`config.mk`:
```
export PLATFORM = sky130hd
export DESIGN_NAME = pc_fetch_sequencer
export DESIGN_NICKNAME = d
export VERILOG_FILES = /design/src/rtl/riscv_fetch_pkg.sv /design/src/rtl/pc_next_sel.sv /design/src/rtl/pc_fetch_sequencer.sv
export SDC_FILE = /design/constraint.sdc
export NUM_CORES = 1
export LEC_CHECK = 0
export CORE_MARGIN = 3
export CORE_UTILIZATION = 37
export CTS_CLUSTER_SIZE = 30
export DETAILED_ROUTE_END_ITERATION = 12
export PLACE_DENSITY = 0.63
export SLEW_MARGIN = 5
export SYNTH_ARGS = -nofsm -noshare
export SYNTH_HDL_FRONTEND = slang
export SYNTH_SLANG_ARGS = --single-unit
```
`constraint.sdc`:
```
create_clock -name clk -period 2 [get_ports clk]
set_input_delay 0.6 -clock clk [delete_from_list [all_inputs] [get_ports clk]]
set_output_delay 0.6 -clock clk [all_outputs]
set_load 0.01 [all_outputs]
```
`src/rtl/riscv_fetch_pkg.sv`:
```
// Shared types and constants for the instruction fetch sequencer.
// Holds the fetch FSM state encoding and the default reset/trap addresses.
package riscv_fetch_pkg;

  typedef enum logic [1:0] {
    IDLE,
    FETCH,
    VALID,
    DRAIN
  } fetch_state_t;

  localparam int unsigned INSTR_BYTES         = 4;
  localparam logic [31:0] DEFAULT_RESET_ADDR  = 32'h0000_0000;
  localparam logic [31:0] DEFAULT_TRAP_VECTOR = 32'h0000_0004;

  function automatic logic is_aligned(input logic [31:0] addr);
    return addr[1:0] == 2'b00;
  endfunction

endpackage

```
`src/rtl/pc_next_sel.sv`:
```
// Combinational next-PC selector: trap beats redirect beats sequential.
// A misaligned redirect target is replaced by the trap vector and flagged.
module pc_next_sel
  import riscv_fetch_pkg::*;
#(
  parameter logic [31:0] TRAP_VECTOR = DEFAULT_TRAP_VECTOR
) (
  input  logic [31:0] cur_addr,
  input  logic        trap,
  input  logic        redirect_valid,
  input  logic [31:0] redirect_target,
  output logic [31:0] next_addr,
  output logic        take_redirect,
  output logic        misalign
);

  always_comb begin
    next_addr     = cur_addr + 32'(INSTR_BYTES);
    take_redirect = trap | redirect_valid;
    misalign      = 1'b0;
    if (trap) begin
      next_addr = TRAP_VECTOR;
    end else if (redirect_valid) begin
      if (is_aligned(redirect_target)) begin
        next_addr = redirect_target;
      end else begin
        next_addr = TRAP_VECTOR;
        misalign  = 1'b1;
      end
    end
  end

endmodule

```
`src/rtl/pc_fetch_sequencer.sv`:
```
// Fetch-side controller: owns the PC, issues one imem request at a time and
// hands fetched instructions to decode, applying redirects and trap entry.
module pc_fetch_sequencer
  import riscv_fetch_pkg::*;
#(
  parameter logic [31:0] RESET_ADDR  = DEFAULT_RESET_ADDR,
  parameter logic [31:0] TRAP_VECTOR = DEFAULT_TRAP_VECTOR
) (
  input  logic        clk,
  input  logic        reset_n,
  output logic        imem_req,
  output logic [31:0] imem_addr,
  input  logic        imem_ack,
  input  logic [31:0] imem_rdata,
  output logic        inst_valid,
  output logic [31:0] inst,
  output logic [31:0] inst_pc,
  input  logic        inst_ready,
  input  logic        redirect_valid,
  input  logic [31:0] redirect_target,
  input  logic        trap,
  output logic        misalign_err
);

  fetch_state_t state;
  logic [31:0]  pc;
  logic [31:0]  fetch_addr;
  logic [31:0]  next_addr;
  logic         take_redirect;
  logic         misalign;

  assign imem_addr = fetch_addr;

  // Sequential candidate is fetch_addr + 4; only consumed when FETCH accepts data.
  pc_next_sel #(
    .TRAP_VECTOR(TRAP_VECTOR)
  ) u_pc_next_sel (
    .cur_addr       (fetch_addr),
    .trap           (trap),
    .redirect_valid (redirect_valid),
    .redirect_target(redirect_target),
    .next_addr      (next_addr),
    .take_redirect  (take_redirect),
    .misalign       (misalign)
  );

  always_ff @(posedge clk or negedge reset_n) begin
    if (!reset_n) begin
      state        <= IDLE;
      pc           <= RESET_ADDR;
      fetch_addr   <= RESET_ADDR;
      imem_req     <= 1'b0;
      inst_valid   <= 1'b0;
      inst         <= '0;
      inst_pc      <= '0;
      misalign_err <= 1'b0;
    end else begin
      misalign_err <= misalign;
      unique case (state)
        IDLE: begin
          if (take_redirect) begin
            fetch_addr <= next_addr;
            pc         <= next_addr;
          end
          state    <= FETCH;
          imem_req <= 1'b1;
        end

        FETCH: begin
          if (take_redirect) begin
            pc <= next_addr;
            if (imem_ack) begin
              // Data for the old path is dropped; new request goes out next cycle.
              fetch_addr <= next_addr;
            end else begin
              state <= DRAIN;
            end
          end else if (imem_ack) begin
            inst       <= imem_rdata;
            inst_pc    <= fetch_addr;
            pc         <= next_addr;
            imem_req   <= 1'b0;
            inst_valid <= 1'b1;
            state      <= VALID;
          end
        end

        VALID: begin
          if (take_redirect) begin
            fetch_addr <= next_addr;
            pc         <= next_addr;
            inst_valid <= 1'b0;
            imem_req   <= 1'b1;
            state      <= FETCH;
          end else if (inst_ready) begin
            fetch_addr <= pc;
            inst_valid <= 1'b0;
            imem_req   <= 1'b1;
            state      <= FETCH;
          end
        end

        DRAIN: begin
          // The stale request must still complete before the new path starts.
          if (take_redirect) begin
            pc <= next_addr;
          end
          if (imem_ack) begin
            fetch_addr <= take_redirect ? next_addr : pc;
            state      <= FETCH;
          end
        end

        default: begin
          state      <= IDLE;
          imem_req   <= 1'b0;
          inst_valid <= 1'b0;
        end
      endcase
    end
  end

endmodule

```
==> reports/metrics.yaml <==
ioPinCount: 169
cap_violations: 0
rsz0062_at_grt: "true"
grt_pass1_wl_mm: 38.4
dp_cells: 1140
num_vias: 6636
worst_slew_pin_slew_ns: 0.446
dr.pass1.iters: 6
routed_wirelength_mm: 24.4
gp_congestion: 0.926
final_common_cell: "clkdlybuf4s50_1"
fp.dieArea_mm2: 0.0197
overflow: 0
cts_buffers: 17
syn_inst: 670
yosysSeqAreaShare_pct: 49.9
crit_path_start_kind: "flip-flop"
start_util_pct: 38.1
drc_errors: 0
pre_cts_ws_ns: -0.389
top_layer_used: "met4"
post-route-util_pct: 58.7
max_stage_delay_ns: 0.56
grt_pass1_vias: 6789
crit_path_end_kind: "primary output"
min_period_over_period_pct: 98.9
status: "completed"
cp.required_ns: 1.40
ys_warn_count: 0
path_clk_slew_ns: 0.06
fin_nets: 1013
first_iter_violations: 591
ir_drop_uv: 710
crit_arrival_ns: 1.38
setup_ws_ns: 0.0210
wl_met1_mm: 10.3
area_delta_synth_final_pct: 54.0
rows: 48
switchingPower_w: 0.00280
post_drt_via_cell_ratio: 5.62
skew_ns: 0.00760
power.leakage_nw: 4.50
async_flop_share_pct: 100
tritoncts: "built"
crit_type: "reg -> out"
crit_path_cell_trace: "clkdlybuf4s50_1"
clock-root-buffer: "clkbuf_16"
cp_num_buf_inv: 1
synth_area_mm2: 0.00667
synth_edf_count: 0
final.min_clock_period_ns: 1.98
fin_area_mm2: 0.0103
core_area_mm2: 0.0175
clock_path_buffers: 2
antenna_found_initial: 0
placed_cell_area_mm2: 0.00949
power.density_mw_per_mm2: 921
power_w: 0.00945
hold_class: "in -> async"
synthFlopType: "dfrtp_1"
synth-seq-cells: 133
path_delay_family: "buffers and inverters"
die_y_um: 140
crit_path_top_delay_cell: "clkdlybuf4s50_1"
synth_nets: 741
syn_area_per_cell_um2: 9.95
hpwl_mm: 18.0
reg2reg_depth: 6
p_seq_share_pct: 37.1
fmax_mhz: 505
pwr-share-clk_pct: 33.3
switching_share_pct: 29.6
dr_wl_met2_mm: 12.0
synth_cell_types: 65
worstPathMaxFanout: 2
drive_gt1_share_pct: 27.4
slew_headroom_pct: 69.5
wl_per_cell_um: 20.7
final_cell_mix: "134 x clkdlybuf4s50_1, 126 x dfrtp_1, 121 x buf_4"
antenna-diode-count: 0
postRouteAntennaNets: 0
critical_path_depth: 1
setup_viol: 0
p_comb_share_pct: 29.5
clk-insertion-delay-late_ns: 0.43
io_buffers: 168
intPower_w: 0.00665
hold_viol_final: 0
fin_cells: 1180
cts.htree.levels: 4
grt_start_max_net_pins: 40
die_w_um: 140
slew_violations: 0
clock-sinks: 133
grt_usage_pct: 25.0
met3WireLength_mm: 1.64
[final timing paths]
path	startpoint	end	slack, ns
min in group clk	pc[3]	pc[3]	0.46
worst min-delay path	reset_n	inst_pc[19]	0.08
worst min register to register	pc[3]	pc[3]	0.46
worst max register to register	imem_addr[12]	pc[21]	0.03
worst max-delay path	imem_addr[29]	imem_addr[29]	0.02
max in group asynchronous	reset_n	inst_pc[26]	1.36
[per-stage QoR]
step | hold slack (ns) | TNS (ns)
after global placement | 0.449 | -27.89
final | 0.0755 | 0
after global routing | 0.0939 | -0.102
after detailed placement | 0.454 | -30.67
after floorplan | 0.304 | -0.573
after CTS | 0.0830 | 0
[per-layer routing]
| layer | global-route usage [%] | vias to the layer above |
|---|---|---|
| li1 | - | 3006 |
| met1 | 33.3 | 3298 |
| met2 | 40.3 | 283 |
| met3 | 5.70 | 49 |
| met4 | 8.26 | 0 |
| met5 | 0 | - |
[registers in the layout, indices dropped and copies added (netlist names)]
signal and cells:
inst_pc 32, imem_req 1, state 2, imem_addr 32
misalign_err 1, pc 32, inst_valid 1, inst 32
[area by class of cell]
class / instances / area (um^2)
timing repair buffer: 299 / 2740
tap: 225 / 282
inverter: 10 / 37.5
fill: 1466 / 7210
sequential: 133 / 3340
clock inverter: 11 / 125
clock buffer: 21 / 470
multi-input combinational: 481 / 3280
[synth_stat cells, types with 3 or more instances]
cell,n,area share (%)
inv_1,9,0.51
nand2b_1,7,0.66
o21a_1,9,1.0
a22oi_1,8,0.90
or2_2,3,0.28
xor2_1,11,1.4
and3_1,3,0.28
a21oi_1,31,2.3
nor2_1,48,2.7
a22o_1,3,0.39
a211oi_1,5,0.56
mux2_2,58,9.8
nand4_1,10,0.94
nand3_1,20,1.5
nand2_1,85,4.8
o2111ai_1,5,0.66
or4_1,4,0.45
nor3_1,16,1.2
o41ai_1,6,0.79
a31oi_1,9,0.84
buf_2,3,0.23
xnor2_1,4,0.53
o21ai_0,44,3.3
o31a_1,6,0.79
o31ai_1,9,1.0
mux2i_1,4,0.60
dfrtp_1,133,50
o221ai_1,6,0.79
nor4_1,12,1.1
o211ai_1,12,1.4
clkbuf_1,40,2.3
or3_1,7,0.66
[timing repair]
item | 4_1_cts | 5_1_grt
buffers inserted | 7 | 1
hold buffers | 0 | 0
resized for setup | 35 | 30
endpoints found under the setup margin | 33 | 30
pin swaps | 1 | 9
[power by group through the flow]
| stage | combinational [W] | sequential (W) | clock (W) |
|---|---|---|---|
| 2_1_floorplan | 0.000852 | 0.00375 | 0 |
| 3_3_place_gp | 0.00274 | 0.00352 | 0 |
| 3_5_place_dp | 0.00278 | 0.00355 | 0 |
| 4_1_cts | 0.00277 | 0.00350 | 0.00319 |
| 5_1_grt | 0.00299 | 0.00358 | 0.00333 |
| 6_report | 0.00279 | 0.00351 | 0.00315 |
[kinds of logic (layout without fill, tap and decap cells)]
logic type,after synthesis,after routing,synth area share [%]
flops,133,133,49.9
xor+xnor,15,15,1.97
mux,62,62,10.4
simple gates,229,229,16.8
fa+ha+maj,1,1,0.188
buf+inv,56,341,3.23
compound gates,174,174,17.5
No activity file was read; power rests on OpenSTA's default activity.
